**src/rtl/fp_pkg.sv**
```systemverilog
// Shared floating-point datapath definitions: default field widths, derived
// constants and the status-flag bundle passed between FP adder stages.
package fp_pkg;

    localparam int FP_EXP_WIDTH  = 8;
    localparam int FP_MANT_WIDTH = 23;
    localparam int FP_SW         = $clog2(FP_MANT_WIDTH + 2);
    localparam int FP_EXP_MAX    = (1 << FP_EXP_WIDTH) - 1;

    typedef struct packed {
        logic ovf;
        logic unf;
        logic zero;
    } fp_flags_t;

endpackage

```
**src/rtl/fp_lzc.sv**
```systemverilog
// Combinational leading-zero counter; an all-zero input yields WIDTH.
module fp_lzc #(
    parameter int WIDTH = 24,
    parameter int CW    = $clog2(WIDTH + 1)
) (
    input  logic [WIDTH-1:0] data,
    output logic [CW-1:0]    count
);

    // Ascending scan so the most significant set bit is the last one to win.
    always_comb begin
        count = CW'(WIDTH);
        for (int i = 0; i < WIDTH; i++) begin
            if (data[i]) begin
                count = CW'(WIDTH - 1 - i);
            end
        end
    end

endmodule

```
**src/rtl/fp_norm_adjust.sv**
```systemverilog
// Two-stage normalise and exponent-adjust stage of the FP adder, between the
// significand add/subtract and rounding, with valid/ready on both sides.
module fp_norm_adjust
    import fp_pkg::*;
#(
    parameter int EXP_WIDTH    = FP_EXP_WIDTH,
    parameter int MANT_WIDTH   = FP_MANT_WIDTH,
    parameter bit FLUSH_DENORM = 1'b1
) (
    input  logic                  clk,
    input  logic                  rst,
    input  logic                  in_valid,
    output logic                  in_ready,
    input  logic                  in_sign,
    input  logic [EXP_WIDTH-1:0]  in_exp,
    input  logic [MANT_WIDTH+1:0] in_mant,
    output logic                  out_valid,
    input  logic                  out_ready,
    output logic                  out_sign,
    output logic [EXP_WIDTH-1:0]  out_exp,
    output logic [MANT_WIDTH:0]   out_mant,
    output logic                  out_sticky,
    output logic                  out_ovf,
    output logic                  out_unf,
    output logic                  out_zero
);

    localparam int SW = $clog2(MANT_WIDTH + 2);
    // Wide enough for exp+1 without wrap and for any lzc value.
    localparam int XW = (EXP_WIDTH + 1 > SW) ? EXP_WIDTH + 1 : SW + 1;
    localparam logic [XW-1:0] EXP_MAX_X = XW'({EXP_WIDTH{1'b1}});

    logic                  s1_valid;
    logic                  s1_sign;
    logic [EXP_WIDTH-1:0]  s1_exp;
    logic [MANT_WIDTH+1:0] s1_mant;
    logic [SW-1:0]         s1_lzc;
    logic [SW-1:0]         in_lzc;

    logic                  s2_valid;
    logic                  s1_adv;
    logic                  s2_adv;
    fp_flags_t             out_flags;

    logic [XW-1:0]         exp_x;
    logic [XW-1:0]         lzc_x;
    logic [XW-1:0]         exp_inc;
    logic [XW-1:0]         exp_sub;
    logic [XW-1:0]         denorm_shift;
    logic [EXP_WIDTH-1:0]  nx_exp;
    logic [MANT_WIDTH:0]   nx_mant;
    logic                  nx_sticky;
    fp_flags_t             nx_flags;

    fp_lzc #(
        .WIDTH(MANT_WIDTH + 1),
        .CW   (SW)
    ) u_lzc (
        .data (in_mant[MANT_WIDTH:0]),
        .count(in_lzc)
    );

    assign s2_adv   = !s2_valid || out_ready;
    assign s1_adv   = !s1_valid || s2_adv;
    assign in_ready = s1_adv;

    assign out_valid = s2_valid;
    assign out_ovf   = out_flags.ovf;
    assign out_unf   = out_flags.unf;
    assign out_zero  = out_flags.zero;

    always_ff @(posedge clk) begin
        if (rst) begin
            s1_valid <= 1'b0;
            s1_sign  <= 1'b0;
            s1_exp   <= '0;
            s1_mant  <= '0;
            s1_lzc   <= '0;
        end else if (s1_adv) begin
            s1_valid <= in_valid;
            if (in_valid) begin
                s1_sign <= in_sign;
                s1_exp  <= in_exp;
                s1_mant <= in_mant;
                s1_lzc  <= in_lzc;
            end
        end
    end

    assign exp_x        = XW'(s1_exp);
    assign lzc_x        = XW'(s1_lzc);
    assign exp_inc      = exp_x + XW'(1);
    assign exp_sub      = exp_x - lzc_x;
    assign denorm_shift = (exp_x == '0) ? '0 : exp_x - XW'(1);

    // Case priority: carry-out, exact zero, normal left shift, underflow.
    always_comb begin
        nx_exp    = '0;
        nx_mant   = '0;
        nx_sticky = 1'b0;
        nx_flags  = '0;
        if (s1_mant[MANT_WIDTH+1]) begin
            nx_sticky = s1_mant[0];
            if (exp_inc >= EXP_MAX_X) begin
                nx_exp       = '1;
                nx_flags.ovf = 1'b1;
            end else begin
                nx_exp  = exp_inc[EXP_WIDTH-1:0];
                nx_mant = s1_mant[MANT_WIDTH+1:1];
            end
        end else if (s1_mant == '0) begin
            nx_flags.zero = 1'b1;
        end else if (exp_x > lzc_x) begin
            nx_exp  = exp_sub[EXP_WIDTH-1:0];
            nx_mant = s1_mant[MANT_WIDTH:0] << s1_lzc;
        end else begin
            nx_flags.unf = 1'b1;
            if (FLUSH_DENORM) begin
                nx_flags.zero = 1'b1;
            end else begin
                nx_mant = s1_mant[MANT_WIDTH:0] << denorm_shift;
            end
        end
    end

    always_ff @(posedge clk) begin
        if (rst) begin
            s2_valid   <= 1'b0;
            out_sign   <= 1'b0;
            out_exp    <= '0;
            out_mant   <= '0;
            out_sticky <= 1'b0;
            out_flags  <= '0;
        end else if (s2_adv) begin
            s2_valid <= s1_valid;
            if (s1_valid) begin
                out_sign   <= s1_sign;
                out_exp    <= nx_exp;
                out_mant   <= nx_mant;
                out_sticky <= nx_sticky;
                out_flags  <= nx_flags;
            end
        end
    end

endmodule

```
**config.mk**
```make
export PLATFORM = sky130hd
export DESIGN_NAME = fp_norm_adjust
export DESIGN_NICKNAME = d
export VERILOG_FILES = /design/src/rtl/fp_pkg.sv /design/src/rtl/fp_lzc.sv /design/src/rtl/fp_norm_adjust.sv
export SDC_FILE = /design/constraint.sdc
export NUM_CORES = 1
export LEC_CHECK = 0
export CORE_UTILIZATION = 40
export CTS_BUF_LIST = sky130_fd_sc_hd__clkbuf_8
export DETAILED_ROUTE_END_ITERATION = 8
export MAX_ROUTING_LAYER = met4
export PLACE_DENSITY = 0.64
export SYNTH_ARGS = -nofsm -noshare
export SYNTH_HDL_FRONTEND = slang
export SYNTH_SLANG_ARGS = --single-unit
```
**constraint.sdc**
```tcl
create_clock -name clk -period 3.45 [get_ports clk]
set_clock_uncertainty 0.1 [all_clocks]
set_input_delay 0.69 -clock clk [delete_from_list [all_inputs] [get_ports clk]]
set_output_delay 0.69 -clock clk [all_outputs]
set_load 0.005 [all_outputs]
```
==> impl_metrics.sql <==
INSERT INTO impl_metrics (metric_group, metric, value, unit) VALUES
('final_layout', 'design.final.nets', '706', ''),
('power', 'power_per_cell_area', '358', 'mW/mm^2'),
('clock_network', 'clock_latency', '380', 'ps'),
('worst_setup_path', 'timing.rr.end', 'out_mant[11]$_SDFFE_PP0P_', ''),
('logic_synthesis', 'post_synth_cell_types', '67', ''),
('sta', 'final.min_clock_period', '2830', 'ps'),
('die', 'fp.dieArea', '0.0129', 'sq mm'),
('clock_network', 'numClockSinks', '78', ''),
('final_layout', 'share_of_cells_above_drive_strength_1', '10.2', '%'),
('power', 'total_power_after_layout', '2170', 'uW'),
('drt', 'detailroute.via_count', '4931', ''),
('worst_setup_path', 'cp_data_required_time', '3600', 'ps'),
('grt', 'globalRoute.totalOverflow', '0', ''),
('sta', 'setup_repair_after_global_routing_missed_its_margin', 'no', ''),
('drt', 'drt_wl_total', '16.0', 'mm'),
('clock_network', 'cts-htree-levels', '3', ''),
('power', 'power.static_leakage', '0.00216', 'uW'),
('drt', 'drt_pass1_iterations', '5', ''),
('drt', 'post_drt_via_cell_ratio', '5.92', ''),
('sta', 'final_hold_viol_count', '0', ''),
('worst_setup_path', 'timing.reg2reg.setup_slack', '620', 'ps'),
('clock_network', 'tritoncts_buffer_count', '9', ''),
('clock_network', 'clk_transition_reported_paths', '80', 'ps'),
('grt', 'grt_first_pass_wirelength', '25.6', 'mm'),
('power', 'ir_worst_vdd', '0.192', 'mV'),
('sta', 'worst_slew_margin_rel', '31.0', '%'),
('sta', 'finalCritPeriodShare', '82.1', '%'),
('worst_hold_path', 'whs_path_depth', '2', ''),
('final_layout', 'filler_cell_count', '1190', ''),
('logic_synthesis', 'average_footprint_of_a_synthesized_cell', '8.32', 'sq um'),
('worst_setup_path', 'criticalPathCategory', 'reg2reg', ''),
('drt', 'detailedRoute.firstIterationViolations', '396', ''),
('worst_setup_path', 'cp_max_fo', '8', ''),
('worst_hold_path', 'whs_endpoint', 'out_sign$_SDFFE_PP0P_', ''),
('worst_hold_path', 'timing.hold.worst.start', 's1_sign$_SDFFE_PP0P_', ''),
('logic_synthesis', 'syn-instance-count', '599', ''),
('logic_synthesis', 'synth-seq-cells', '78', ''),
('place', 'globalplace.congestion', '0.962', ''),
('die', 'starting_utilization_of_the_core_area', '41.3', '%'),
('die', 'ios', '77', ''),
('grt', 'grt.total_usage', '26.7', '%'),
('worst_setup_path', 'worstSetupEndpointType', 'register', ''),
('clock_network', 'holdBufCountCts', '0', ''),
('clock_network', 'postCtsSetupBuffers', '0', ''),
('sta', 'worst_slew_pin_slew', '1030', 'ps'),
('grt', 'via_count_of_the_first_global_routing_pass', '4656', ''),
('sta', 'worst_slack', '619', 'ps'),
('clock_network', 'cts.repair.resized', '0', ''),
('die', 'core_region_area', '0.0121', 'sq mm'),
('place', 'post-place-ws', '695', 'ps'),
('place', 'placed_area', '0.00587', 'sq mm'),
('grt', 'grt_start_max_net_pins', '57', ''),
('final_layout', 'insertedDiodeCount', '0', ''),
('final_layout', 'final_cell_area', '0.00606', 'sq mm'),
('die', 'dieHeight', '114', 'um'),
('status', 'status', 'finished, final reports clean', ''),
('drt', 'ant_nets', '0', ''),
('worst_setup_path', 'r2r-start', 's1_exp[0]$_SDFFE_PP0P_', ''),
('final_layout', 'area_delta_synth_final', '21.6', '%'),
('logic_synthesis', 'synth.cell_area', '0.00498', 'sq mm'),
('worst_setup_path', 'arrival', '2980', 'ps'),
('sta', 'final-max-slew-violation-count', '0', ''),
('sta', 'setup_total_negative_slack', '0', 'ps'),
('drt', 'post_detailed_route_wirelength_per_cell', '19.2', 'um'),
('logic_synthesis', 'synth_flop_cell', 'sky130_fd_sc_hd__dfxtp_1', ''),
('worst_setup_path', 'worst-r2r-cell-count', '10', ''),
('sta', 'setup_viol', '0', ''),
('logic_synthesis', 'synthesis.yosys.warnings', '0', ''),
('clock_network', 'tritoncts', 'done', ''),
('place', 'buffer_ports.inserted', '76', ''),
('clock_network', 'clock_tree.root_cell', 'sky130_fd_sc_hd__clkbuf_8', '');
[worst max-delay path: stages, from the launching register on]
cell	delay (ps)
sky130_fd_sc_hd__dfxtp_1	390
sky130_fd_sc_hd__inv_1	130
sky130_fd_sc_hd__ha_1	190
sky130_fd_sc_hd__inv_1	70
sky130_fd_sc_hd__fa_1	420
sky130_fd_sc_hd__a211oi_1	240
sky130_fd_sc_hd__o21a_1	230
sky130_fd_sc_hd__o21ai_0	130
sky130_fd_sc_hd__and3_1	310
sky130_fd_sc_hd__a221oi_1	420
sky130_fd_sc_hd__nor3_1	70
[metal layers]
metal | global-route usage (%) | up-vias | share of wire (%)
met1 | 37.2 | 2358 | 48
met3 | 4.46 | 28 | 5.7
met5 | - | - | 0
li1 | - | 2353 | -
met2 | 38.1 | 192 | 44
met4 | 11.2 | 0 | 2.6
[flip-flops by register name, summed over array words and instances, names as in the netlist]
signal      cells
s1_lzc          5
s1_valid        1
out_valid       1
out_sign        1
out_zero        1
out_unf         1
out_mant       24
out_exp         8
s1_mant        25
s1_exp          8
out_sticky      1
s1_sign         1
out_ovf         1
[synth_stat cells, types with 10 or more instances]
library cell / number / area share (%)
sky130_fd_sc_hd__nand2_1: 117 / 8.8
sky130_fd_sc_hd__inv_1: 10 / 0.75
sky130_fd_sc_hd__o21ai_0: 25 / 2.5
sky130_fd_sc_hd__nor2_1: 46 / 3.5
sky130_fd_sc_hd__clkbuf_1: 22 / 1.7
sky130_fd_sc_hd__a22oi_1: 11 / 1.7
sky130_fd_sc_hd__dfxtp_1: 78 / 31
sky130_fd_sc_hd__mux2i_1: 13 / 2.6
sky130_fd_sc_hd__nand3_1: 16 / 1.6
sky130_fd_sc_hd__nor3_1: 20 / 2.0
sky130_fd_sc_hd__mux4_2: 12 / 5.4
sky130_fd_sc_hd__nor4_1: 10 / 1.3
sky130_fd_sc_hd__a21oi_1: 57 / 5.7
[cells by family after synthesis]
family,share of synthesized area [%]
and+or+nand+nor,21.6
AOI/OAI and AO/OA,23.0
DFF,31.3
buffers and inverters,5.35
muxes,15.0
xor gates and xnor gates,1.56
adders and majority gates,2.16
[final cells by class]
type,instances,area [sq um],share of cell area (%)
Inverter,12,45.0,0.744
Timing Repair Buffer,94,891,14.7
Multi-Input combinational cell,465,3160,52.2
Tap cell,168,210,3.47
Clock inverter,7,66.3,1.09
Sequential cell,78,1560,25.8
Clock buffer,9,124,2.05
[where the power goes]
part | internal [uW] | switching, uW
Combinational | 226 | 248
Sequential | 946 | 69.0
Clock | 328 | 353
[cells in the final DEF, fill, tap and decap left out, types with 3 or more instances in the layout]
cell	Yosys	routed
sky130_fd_sc_hd__nand2_1	117	117
sky130_fd_sc_hd__dfxtp_1	78	78
sky130_fd_sc_hd__clkdlybuf4s50_1	0	75
sky130_fd_sc_hd__a21oi_1	57	56
sky130_fd_sc_hd__nor2_1	46	46
sky130_fd_sc_hd__o21ai_0	25	25
sky130_fd_sc_hd__nor3_1	20	20
sky130_fd_sc_hd__buf_4	5	18
sky130_fd_sc_hd__nand3_1	16	16
sky130_fd_sc_hd__mux2i_1	13	13
sky130_fd_sc_hd__mux4_2	12	12
sky130_fd_sc_hd__inv_1	10	11
sky130_fd_sc_hd__a22oi_1	11	11
sky130_fd_sc_hd__nor4_1	10	10
sky130_fd_sc_hd__mux4_1	9	9
sky130_fd_sc_hd__mux2_2	9	9
sky130_fd_sc_hd__clkbuf_8	0	9
sky130_fd_sc_hd__a211oi_1	8	8
sky130_fd_sc_hd__a221oi_1	8	8
sky130_fd_sc_hd__a221o_1	7	7
sky130_fd_sc_hd__ha_1	7	7
sky130_fd_sc_hd__a31oi_1	5	5
sky130_fd_sc_hd__o21a_1	5	5
sky130_fd_sc_hd__o211ai_1	5	5
sky130_fd_sc_hd__nor2b_1	5	4
sky130_fd_sc_hd__or4_1	4	4
sky130_fd_sc_hd__o31ai_1	4	4
sky130_fd_sc_hd__o21bai_1	4	4
sky130_fd_sc_hd__nand2b_1	4	4
sky130_fd_sc_hd__and3_1	4	4
sky130_fd_sc_hd__xnor2_1	4	4
sky130_fd_sc_hd__nor3b_1	3	3
sky130_fd_sc_hd__xor2_1	3	3
sky130_fd_sc_hd__a32oi_1	3	3
sky130_fd_sc_hd__clkinvlp_4	0	3
[stage by stage]
stage                     utilization [%]  std cells  hold slack, ps
after detailed placement             48.6        817             346
after global placement               48.6        817             341
after CTS                            50.2        833             360
final                                50.2        833             355
after global routing                 50.2        833             386
after floorplan                         -        599             332
[worst max path at each step]
stage | startpoint | to | slack, ps
final | s1_exp[0]$_SDFFE_PP0P_ | out_mant[11]$_SDFFE_PP0P_ | 620
after global routing | s1_exp[0]$_SDFFE_PP0P_ | out_mant[14]$_SDFFE_PP0P_ | 320
after CTS | s1_exp[0]$_SDFFE_PP0P_ | out_mant[13]$_SDFFE_PP0P_ | 660
after detailed placement | s1_exp[0]$_SDFFE_PP0P_ | out_mant[13]$_SDFFE_PP0P_ | 700
after global placement | s1_lzc[0]$_SDFFE_PP0P_ | out_mant[23]$_SDFFE_PP0P_ | 720
after floorplan | s1_lzc[3]$_SDFFE_PP0P_ | out_mant[15]$_SDFFE_PP0P_ | 770
(Power assumes the default switching activity.)
